==> config.mk <==
export PLATFORM = sky130hd
export DESIGN_NAME = sr_simd_shifter
export DESIGN_NICKNAME = d
export VERILOG_FILES = /design/src/rtl/sr_simd_shifter.sv
export SDC_FILE = /design/constraint.sdc
export NUM_CORES = 1
export LEC_CHECK = 0
export ABC_AREA = 1
export BUFFER_PORTS_ARGS = -buffer_cell sky130_fd_sc_hd__buf_4
export CAP_MARGIN = 30
export CORE_MARGIN = 3
export CORE_UTILIZATION = 45
export CTS_CLUSTER_DIAMETER = 50
export CTS_CLUSTER_SIZE = 12
export DETAILED_ROUTE_END_ITERATION = 12
export PLACE_DENSITY = 0.71
export SYNTH_ARGS = -nofsm -noshare
export SYNTH_HDL_FRONTEND = slang
export SYNTH_SLANG_ARGS = --single-unit
==> constraint.sdc <==
create_clock -name clk -period 2.8 [get_ports clk]
set_clock_uncertainty 0.15 [all_clocks]
set_input_delay 0.14 -clock clk [delete_from_list [all_inputs] [get_ports clk]]
set_output_delay 0.14 -clock clk [all_outputs]
set_load 0.005 [all_outputs]
==> src/rtl/sr_simd_shifter.sv <==
// sr_simd_shifter: 4x8-bit packed SIMD shifter, one bit position per cycle, with lane saturation and sticky OV
module sr_simd_shifter (
  input  logic        clk,
  input  logic        rst,
  input  logic        req_valid,
  output logic        req_ready,
  input  logic [1:0]  req_op,
  input  logic [31:0] req_a,
  input  logic [3:0]  req_amt,
  output logic        rsp_valid,
  input  logic        rsp_ready,
  output logic [31:0] rsp_result,
  output logic        rsp_ov,
  output logic        ov_sticky,
  input  logic        ov_clear
);
  typedef enum logic [1:0] {IDLE, SHIFT, DONE} state_t;
  state_t state, state_nx;
  logic [31:0] data, data_nx, fin;
  logic [3:0] sat, sat_nx, rnd, cnt, n;
  logic [1:0] op;
  logic left, dir, accept, last;
  assign accept = req_valid & req_ready;
  assign last = state == SHIFT && cnt == 4'd1;
  assign req_ready = state == IDLE && !rst;
  assign rsp_valid = state == DONE;
  // decode step count and direction of the incoming request
  always_comb begin
    n = req_op == 2'b11 ? (req_amt[3] ? 4'd0 - req_amt : req_amt) : {1'b0, req_amt[2:0]};
    dir = req_op == 2'b00 || (req_op == 2'b11 && !req_amt[3]);
  end
  for (genvar i = 0; i < 4; i++) begin : g_lane
    logic [7:0] l, s;
    assign l = data[8*i +: 8];
    assign s = sat[i] ? l : l[7] != l[6] ? {l[7], {7{l[6]}}} : {l[6:0], 1'b0};
    assign data_nx[8*i +: 8] = left ? s : {l[7], l[7:1]};
    assign sat_nx[i] = sat[i] | (left & (l[7] ^ l[6]));
    assign rnd[i] = l[0];
    assign fin[8*i +: 8] = data_nx[8*i +: 8] + {7'd0, op == 2'b10 && rnd[i]};
  end
  // next-state logic
  always_comb begin
    state_nx = state == IDLE ? (accept ? (n == 4'd0 ? DONE : SHIFT) : IDLE)
             : state == SHIFT ? (cnt == 4'd1 ? DONE : SHIFT)
             : (rsp_ready ? IDLE : DONE);
  end
  // state register
  always_ff @(posedge clk or posedge rst) begin
    if (rst) state <= IDLE;
    else state <= state_nx;
  end
  // operand capture on accept, one lane step per SHIFT cycle
  always_ff @(posedge clk or posedge rst) begin
    if (rst) begin
      data <= '0;
      op <= '0;
      left <= 1'b0;
      cnt <= '0;
      sat <= '0;
    end else if (accept) begin
      data <= req_a;
      op <= req_op;
      left <= dir;
      cnt <= n;
      sat <= '0;
    end else if (state == SHIFT) begin
      data <= data_nx;
      sat <= sat_nx;
      cnt <= cnt - 4'd1;
    end
  end
  // response registers, loaded only on entry to DONE so they hold otherwise
  always_ff @(posedge clk or posedge rst) begin
    if (rst) begin
      rsp_result <= '0;
      rsp_ov <= 1'b0;
    end else if (accept && n == 4'd0) begin
      rsp_result <= req_a;
      rsp_ov <= 1'b0;
    end else if (last) begin
      rsp_result <= fin;
      rsp_ov <= |sat_nx;
    end
  end
  // sticky overflow; a new overflow beats a simultaneous clear
  always_ff @(posedge clk or posedge rst) begin
    if (rst) ov_sticky <= 1'b0;
    else if (last && |sat_nx) ov_sticky <= 1'b1;
    else if (ov_clear) ov_sticky <= 1'b0;
  end
endmodule

* Word-level counts from Yosys, hierarchy flattened *
Cells that the tools add are included.

word-level totals
  register bits = 79
  input bits = 43
  output and inout port bits = 36
  logic and storage cells = 88

cells by class
  $add $sub $neg = 6
  equality and inequality tests = 9
  mux-type cells = 32
  bitwise operators = 13
  reductions and logical operators = 19

operators with widths
  cell                                              number
  two-way mux 32 bit                                4
  two-way mux 8 bit                                 12
  adder 8 x 1 -> 8 bit                              4
  two-way mux 4 bit                                 6
  two-way mux 2 bit                                 6
  logical AND 1 bit                                 9
  == test 2 bit, second input constant              3
  nonzero test 2 bit                                3
  bitwise AND 1 bit                                 5
  == test 4 x 1 -> 1 bit, second input constant     1
  zero test 2 bit                                   2
  zero test 4 bit                                   1
  two-way mux 1 bit                                 4
  != test 1 bit                                     4
  bitwise OR 1 bit                                  4
  OR reduction 4 bit                                1
  subtractor 1 x 4 -> 4 bit, first input constant   1
  subtractor 4 x 1 -> 4 bit, second input constant  1
  bitwise XOR 1 bit                                 4
  == test 2 x 1 -> 1 bit, second input constant     1
  zero test 1 bit                                   2
  logical OR 1 bit                                  1

* Logic depth before layout (Yosys ltp) *
Gate-level depths: netlist of the first run.

  word-level depth = 7
  gate-level depth with buffers = 16

* Worst setup path before layout of the first run *
OpenSTA, ideal clock, no wires.

  path type = register -> register
  from = reg data[31]
  to = reg rsp_result[28]
  setup time = 123 ps
  data arrival time = 1809 ps
  required time = 2527 ps
  setup slack = 718 ps
  stages on the path, launching flop included = 16
  buffers on the path = 1
  period minus slack after synthesis = 2082 ps
  cells stage by stage = dfrtp_1 -> inv_1 -> ha_1 -> buf_4 -> inv_1 -> nand2_1 -> nand3_1 -> nand2_1 -> nand2_1 -> inv_1 -> ha_1 -> inv_1 -> nor2_1 -> and2_1 -> o21ai_0 -> nand2_1

on the way
  cells in the longest elaborated chain, start to end = 7

RTL lines
  element                          RTL line  source
  start, declared                  19        logic [31:0] data, data_nx, fin;
  start signal, assigned           61        data <= req_a;
  start signal, assigned           67        data <= data_nx;
  != test 1 bit                    35        assign s = sat[i] ? l : l[7] != l[6] ? {l[7], {7{l[6]}}} : {l[6:0], 1'b0};
  two-way mux 8 bit (2 in series)  35
  two-way mux 8 bit                36        assign data_nx[8*i +: 8] = left ? s : {l[7], l[7:1]};
  adder 8 x 1 -> 8 bit             39        assign fin[8*i +: 8] = data_nx[8*i +: 8] + {7'd0, op == 2'b10 && rnd[i]};
  two-way mux 32 bit               80        end else if (last) begin
  two-way mux 32 bit               77        end else if (accept && n == 4'd0) begin
  end signal, assigned             78        rsp_result <= req_a;
  end signal, assigned             81        rsp_result <= fin;
  end, declared                    12        output logic [31:0] rsp_result,

No other way between the ends. The select of a mux whose other input is x is not followed.
A chain may end at the register's enable or synchronous reset.

* Final worst setup path of the first run *
  from = reg data[31]
  to = reg rsp_result[30]

on the way
  cells in the longest elaborated chain, start to end = 7

RTL lines
  element                          RTL line
  != test 1 bit                    35
  two-way mux 8 bit (2 in series)  35
  two-way mux 8 bit (*)            36
  adder 8 x 1 -> 8 bit (*)         39
  two-way mux 32 bit (*)           80
  two-way mux 32 bit (*)           77

Mark *: on every way between the ends. The rest lies on a longest branch, timed or not. The select of a mux whose other input is x is not followed.

==> results.cfg, run 1 <==
[timing]
setup_violations = 0
worst_pin_slew_ns = 0.7761
fmax_mhz = 409.2
min_period_ns = 2.444
worst_slew_margin_rel_pct = 48.20
hold_ws_ns = -0.003812
fin_tns_setup_ns = 0
finalCritPeriodShare_pct = 87.29
drv_slew = 0
finalHoldViolCount = 2
rsz0062_at_grt = false

[run_status]
violations = hold timing
outcome = complete, but fails checks

[cts]
cts_setup_buffers = 0
path_clk_slew_ns = 0.06
clock_tree.buffer_depth = 2
root_buffer = clkbuf_16
cts_sinks = 79
numCtsBuffers = 9
clk_latency_ns = 0.34
post_cts_resized = 0
cts_tree = yes
cts_max_level = 3

[layout]
area_growth_pct = 26.14
fillers = 1012
design_area_mm2 = 0.006419
diodes = 0
drive_above_1_share_pct = 16.79
num-nets-final = 887

[job]
cap_viol_max_count = 0

[setup_path]
cp.required_ns = 2.88
endpoint_kind = flip-flop
worstPathMaxFanout = 8
start_kind = flip-flop
worstSetupPathType = flip-flop to flip-flop
cpMaxStageDelayCell = ha_1
cp_data_arrival_time_ns = 2.53
cp_slowest_stage_delay_ns = 0.42
crit_chain = inv_1, ha_1, inv_1, nand2_1, nand3_1, nand2_1, nand2_1, inv_1, ha_1, inv_1, nor2_1, nand3_1, nand3_1, nand2_1

[yosys]
synth_ff_type = dfrtp_1
ys_warn_count = 0
synth_cell_type_count = 35
syn-cell-area_mm2 = 0.005089
ys_ff_latch = 79
syn_inst = 721
syn_nets = 779
async_flop_share_pct = 100.0
ys_seq_area_share_pct = 38.85
synth-edff-count = 0
avgSynthCellArea_um2 = 7.058

[place]
hpwl_um = 10450
placed_area_mm2 = 0.005782
place.gp.congestion = 0.9479
numPortBuffers = 78

[grt]
grt_pass1_wl_um = 25490
grt_max_degree = 44
grt_pass1_vias = 5348
grt_overflow = 0
grt_usage_pct = 24.77
grt_antenna_before_repair = 0

[floorplan]
core_area_mm2 = 0.01094
die_height_um = 112.3
die-area_mm2 = 0.01262
die_w_um = 112.3
io_pins = 79
row_count = 38
initial_utilization_pct = 46.53

[routing]
dr_total_vias = 5330
wl_um = 15070
drc = 0
viasPerCell = 5.472
wire_per_inst_um = 15.47
first_pass_iters = 5
final_antenna_net_count = 0
drt_iter0_drc = 297

[hold_path]
hold_class = primary input to flip-flop

[power_and_ir_drop]
max-vdd-ir-drop_mv = 0.5504
powerDensity_mw_per_mm2 = 1141
p_leak_uw = 0.003219
[timing repair]
item / 4_1_cts / 5_1_grt
setup endpoints to repair: 0 / 0
endpoints found under the hold margin: 94 / 0
hold buffers: 36 / 0
[logic make-up after synthesis]
| family | count (synthesis) | synth area share, % |
|---|---|---|
| adder cells (fa/ha/maj) | 15 | 3.688 |
| flip-flops | 79 | 38.85 |
| XOR/XNOR | 1 | 0.1721 |
| buffers and inverters | 137 | 11.65 |
| AND/OR/NAND/NOR | 371 | 30.91 |
| AO/OA/AOI/OAI | 118 | 14.73 |
[cells in the final DEF (no fill, tap or decap), types with 19 or more instances in the layout]
| cell | n |
|---|---|
| nand2_1 | 221 |
| dfrtp_1 | 79 |
| dlygate4sd3_1 | 36 |
| nor2_1 | 45 |
| inv_1 | 87 |
| o221ai_1 | 21 |
| o211ai_1 | 19 |
| nand3_1 | 74 |
| o21ai_0 | 35 |
| buf_4 | 91 |
[synth_stat cells, drive strengths merged (2+ instances only)]
master	count	area, µm²
nand2	228	878.3
inv	96	365.4
dfrtp	79	1977
nand3	75	380.4
nor2	57	241.5
o21ai	49	252.8
buf	24	162.7
o221ai	21	183.9
o211ai	19	142.6
a21oi	18	90.09
ha	15	187.7
clkinv	10	38.78
clkbuf	7	26.28
nand4	6	37.54
o22ai	3	18.77
o32ai	3	26.28
a31oi	2	12.51
and2	2	12.51
nor3	2	15.01
o31ai	2	15.01
[through the flow]
step	worst slack, ns	instances	utilization, %	hold slack [ns]	total power (µW)
2_1_floorplan	0.4866	721	-	0.08645	4898
3_3_place_gp	0.4920	922	52.87	0.1722	6018
3_5_place_dp	0.4345	922	52.87	0.1806	6108
4_1_cts	0.3867	974	58.70	0.001263	7315
5_1_grt	0.1256	974	58.70	0.02443	8016
6_report	0.3560	974	58.70	-0.003812	7322
[routing by layer]
metal	global-route usage [%]	wire (µm)	share of wire (%)	up-vias
met5	0	0	0	-
met4	9.215	323	2.1	0
met3	3.504	897	6.0	30
met2	41.76	7241	48	208
met1	32.50	6607	44	2521
li1	-	-	-	2571
[layout make-up]
class	instances	area [µm²]	area share [%]
inverter	106	405.4	6.316
clock buffer	12	256.5	3.996
sequential	79	1977	30.80
multi-input combinational	505	2521	39.28
tap	140	175.2	2.729
timing repair buffer	128	1064	16.57
clock inverter	4	20.02	0.3119
[sequential cells by signal, summed over array words and instances (netlist names)]
| register | flops |
|---|---|
| cnt | 4 |
| data | 32 |
| sat | 4 |
| rsp_result | 32 |
| left | 1 |
| rsp_ov | 1 |
| ov_sticky | 1 |
| op | 2 |
| state | 2 |
[where the power goes]
group	switching (µW)	internal [µW]
registers	469	1720
logic	2460	1560
clock network	470	643
[critical path, delay by kind of cell (launching register included)]
kind / cells / cell delay, ns
and+or+nand+nor: 8 / 0.89
adders and majority gates: 2 / 0.59
DFF: 1 / 0.39
buffers and inverters: 4 / 0.32
[worst paths after layout]
| path | start | endpoint | slack (ns) | depth (start not counted) |
|---|---|---|---|---|
| worst max-delay path | data[31] | rsp_result[30] | 0.36 | 14 |
| worst min-delay path | req_a[30] | data[30] | -0.004 | 3 |
| worst max register to register | data[31] | rsp_result[30] | 0.36 | 14 |
| worst min register to register | op[1] | op[1] | 0.34 | 2 |
| max in group asynchronous | rst | data[9] | 1.50 | 4 |
| min in group asynchronous | rst | rsp_result[28] | 0.34 | 3 |
Note: power is estimated with default switching activity, not from simulation.
==> run 2: changes to the inputs <==
- CORE_UTILIZATION: 45 -> 51
- PLACE_DENSITY: 0.71 -> 0.78
==> run 2 against run 1 <==
  * Register-to-register slack improved by 0.03 ns
  * Clock-buffer cell count unchanged
  * Non-clock buffer count decreased by 1
  * Highest routed layer unchanged
  * Critical path type unchanged
  * The flow now finishes without violations
  * Worst hold slack improved by 0.020 ns
==> results.cfg, run 2 (synthesis gave the netlist of run 1 again) <==
[run_status]
outcome = completed

[timing]
worst_slew_margin_rel_pct = 51.23
drv_slew = 0
fin_tns_setup_ns = 0
setup_violations = 0
worst_pin_slew_ns = 0.7308
rsz0062_at_grt = false
min_period_ns = 2.413
fmax_mhz = 414.4
finalHoldViolCount = 0
finalCritPeriodShare_pct = 86.18

[floorplan]
die_height_um = 105.9
io_pins = 79
die_w_um = 105.9
row_count = 35
die-area_mm2 = 0.01121
core_area_mm2 = 0.009459
initial_utilization_pct = 53.80

[grt]
grt_pass1_wl_um = 24470
grt_pass1_vias = 5190
grt_max_degree = 54
grt_antenna_before_repair = 0
grt_overflow = 0
grt_usage_pct = 26.90

[cts]
cts_max_level = 3
root_buffer = clkbuf_8
cts_sinks = 79
cts_tree = yes
numCtsBuffers = 9
clock_tree.buffer_depth = 2
path_clk_slew_ns = 0.08
clk_latency_ns = 0.34

[job]
cap_viol_max_count = 0

[place]
hpwl_um = 10040
numPortBuffers = 78
place.gp.congestion = 0.9459

[routing]
viasPerCell = 5.494
drc = 0
first_pass_iters = 6
drt_iter0_drc = 403
wl_um = 14620
dr_total_vias = 5285
wire_per_inst_um = 15.20
final_antenna_net_count = 0

[power_and_ir_drop]
p_leak_uw = 0.003179
max-vdd-ir-drop_mv = 0.5909
powerDensity_mw_per_mm2 = 1115
total_power_uw = 7049

[setup_path]
cp.required_ns = 2.89
cp_data_arrival_time_ns = 2.50
ff2ff_path_depth = 13
endpoint_kind = flip-flop
start_kind = flip-flop
worstSetupPathType = flip-flop to flip-flop
worstPathMaxFanout = 9

[layout]
area_growth_pct = 24.24
fillers = 809
final_common_cell = nand2_1
regArea_mm2 = 0.001977
reg_top3 = data (32), rsp_result (32)
drive_above_1_share_pct = 16.57
num-nets-final = 886
multi_input_area_mm2 = 0.002521
diodes = 0
layout_common_cells = nand2_1, buf_4, inv_1

[hold_path]
hold_class = primary input to flip-flop
hold_depth = 5
==> run 2: power by group <==
group          internal (µW)  leakage (µW)  switching (µW)
registers               1710      0.000965             469
logic                   1560       0.00211            2450
clock network            434      0.000100             418
total                   3710       0.00318            3340
==> run 2: path summary, 6_finish.rpt <==
check	start	endpoint	slack (ns)
max in group asynchronous	rst	rsp_result[3]	1.50
min in group asynchronous	rst	rsp_result[31]	0.30
setup / recovery	data[15]	rsp_result[14]	0.39
hold / removal	req_amt[0]	cnt[0]	0.02
hold reg to reg	rsp_ov	rsp_ov	0.35
setup reg to reg	data[15]	rsp_result[14]	0.39
==> run 2: timing repair <==
| action | in CTS | in global routing |
|---|---|---|
| resized for setup | 0 | 0 |
| endpoints found under the hold margin | 82 | 0 |
| hold buffers | 36 | 0 |
| buffers inserted | 0 | 0 |
==> run 2: critical path: stages, from the launching register on <==
cell	delay (ns)
dfrtp_1	0.42
inv_1	0.08
ha_1	0.48
nand3_1	0.13
nand4_1	0.12
and2_1	0.17
ha_1	0.17
inv_1	0.05
nor2_1	0.23
nand2_1	0.09
nand2_1	0.08
nand2_1	0.05
nand2_1	0.05
nand2_1	0.04
==> run 2: cell type report <==
type,count,share of cell area (%)
clock buffers,12,2.296
clock inverters,4,0.7124
inverters,106,6.392
multi-input cells,505,39.88
flip-flops and latches,79,31.27
well taps,129,2.553
repair buffers,127,16.90
==> run 2: metal layers <==
layer  wire length (µm)  global-route usage, %
met5                  0                      0
met4                376                  10.36
met3                925                  3.461
met2               7057                  45.13
met1               6259                  35.52
==> run 2: stage by stage <==
step | utilization (%) | hold WS, ns | area, µm² | cells | worst slack, ns
after floorplan | - | 0.08645 | 5089 | 721 | 0.4866
after global placement | 61.02 | 0.1117 | 5772 | 910 | 0.5111
after detailed placement | 61.02 | 0.1241 | 5772 | 910 | 0.4636
after CTS | 66.84 | 0.004382 | 6322 | 962 | 0.4324
after global routing | 66.84 | 0.02814 | 6322 | 962 | 0.1656
final | 66.84 | 0.01605 | 6322 | 962 | 0.3869
==> run 3: changes to the inputs <==
- CTS_CLUSTER_DIAMETER: 50 -> not set
- PLACE_DENSITY: 0.78 -> 0.73
==> run 3 against run 2 <==
  * Register-to-register slack got worse by 0.03 ns
  * First-iteration DRC count rose by 1.7%
  * Sequential power barely moved
  * Design area rose by 0.65%
  * Via count fell by 0.26%
  * Total power rose by 2.2%
  * Clock power rose by 18%
  * Die area did not move
  * Sequential cell count did not move
  * Largest cell class unchanged
  * Largest power group unchanged
==> results.cfg, run 3 (synthesis gave the netlist of run 1 again) <==
[run_status]
outcome = completed

[floorplan]
die-area_mm2 = 0.01121
initial_utilization_pct = 53.80
die_height_um = 105.9
io_pins = 79
core_area_mm2 = 0.009459
die_w_um = 105.9
row_count = 35

[hold_path]
hold_class = primary input to flip-flop
hold_end = data[22]
min_from = req_a[22]
hold_depth = 3

[grt]
grt_antenna_before_repair = 0
grt_overflow = 0
grt_usage_pct = 27.20
grt_pass1_vias = 5145
grt_max_degree = 46
grt_pass1_wl_um = 24630

[routing]
drt_iter0_drc = 410
viasPerCell = 5.485
final_antenna_net_count = 0
dr_total_vias = 5271
wl_um = 14850
drc = 0
first_pass_iters = 5
wire_per_inst_um = 15.45

[setup_path]
cp_data_arrival_time_ns = 2.53
r2r-end = rsp_result[28]
cp.required_ns = 2.89
ff2ff_path_depth = 14
r2r_setup_slack_ns = 0.35
path_buf_inv = 4
cpMaxStageDelayCell = ha_1
crit_chain = inv_1, ha_1, inv_1, nand2_1, nand3_1, nand2_1, nand2_1, inv_1, ha_1, inv_1, nor2_1, a21oi_1, o21ai_0, nand2_1
endpoint_kind = flip-flop
worstSetupPathType = flip-flop to flip-flop
critPathTopFamily = simple AND/OR/NAND/NOR gates
start_kind = flip-flop
cp_slowest_stage_delay_ns = 0.43
worstPathMaxFanout = 8
r2r_start = data[31]

[layout]
diodes = 0
fillers = 820
drive_above_1_share_pct = 16.71
area_growth_pct = 25.06
num-nets-final = 886
layout_common_cells = nand2_1, buf_4, inv_1
reg_top3 = data (32), rsp_result (32)
final_common_cell = nand2_1

[timing]
setup_violations = 0
fin_tns_setup_ns = 0
rsz0062_at_grt = false
worst_slew_margin_rel_pct = 42.11
min_period_ns = 2.445
finalHoldViolCount = 0
finalCritPeriodShare_pct = 87.33
worst_pin_slew_ns = 0.8673
fmax_mhz = 409.0
drv_slew = 0

[cts]
root_buffer = clkbuf_8
cts_sinks = 79
clock_tree.buffer_depth = 2
numCtsBuffers = 9
post_cts_resized = 0
path_clk_slew_ns = 0.08
cts_tree = yes
cts_max_level = 3
clk_latency_ns = 0.36

[power_and_ir_drop]
total_power_uw = 7204
p_leak_uw = 0.003197
powerDensity_mw_per_mm2 = 1132
max-vdd-ir-drop_mv = 0.6077

[place]
place.gp.congestion = 0.9142
numPortBuffers = 78
hpwl_um = 10140

[job]
cap_viol_max_count = 0
-- run 3: layer usage --
metal | global-route usage, % | share of wire [%] | up-vias
li1 | - | - | 2564
met1 | 37.12 | 42 | 2447
met2 | 44.95 | 48 | 235
met3 | 3.157 | 8.0 | 25
met4 | 9.713 | 1.9 | 0
met5 | 0 | 0 | -
-- run 3: what timing repair did --
item                                   in CTS  in global routing
hold buffers                               36                  0
setup endpoints to repair                   0                  0
endpoints found under the hold margin     106                  0
setup buffers                               0                  0
-- run 3: layout make-up --
class / count / area [µm²] / share of cell area [%]
timing repair buffer: 127 / 1069 / 16.79
inverter: 106 / 405.4 / 6.370
sequential: 79 / 1977 / 31.07
multi-input combinational: 505 / 2521 / 39.62
clock buffer: 12 / 165.2 / 2.595
clock inverter: 3 / 65.06 / 1.022
tap: 129 / 161.4 / 2.536
-- run 3: stage by stage --
stage / instances / utilization, % / instance area [µm²] / setup WS, ns / hold slack, ns
2_1_floorplan: 721 / - / 5089 / 0.4866 / 0.08645
3_3_place_gp: 910 / 61.03 / 5773 / 0.5585 / 0.1760
3_5_place_dp: 910 / 61.03 / 5773 / 0.4488 / 0.2046
4_1_cts: 961 / 67.28 / 6364 / 0.3985 / 0.003407
5_1_grt: 961 / 67.28 / 6364 / 0.1168 / 0.02801
6_report: 961 / 67.28 / 6364 / 0.3548 / 0.006532
-- run 3: tightest hold or removal path: stages --
cell and delay, ns:
buf_4 0.08, inv_1 0.05, o221ai_1 0.19
-- run 3: where the power goes --
part / total [µW] / switching (µW) / internal, µW
Clock: 1000 / 433 / 570
Sequential: 2170 / 459 / 1710
Combinational: 4030 / 2470 / 1560
Total: 7200 / 3360 / 3840
-- run 3: how the worst max path moves through the flow --
stage / start / end / depth (start not counted)
3_5_place_dp: data[7] / rsp_result[6] / 14
5_1_grt: data[31] / rsp_result[28] / 14
3_3_place_gp: data[31] / rsp_result[30] / 14
4_1_cts: data[31] / rsp_result[28] / 14
2_1_floorplan: rst / cnt[0] / 1
6_report: data[31] / rsp_result[28] / 14
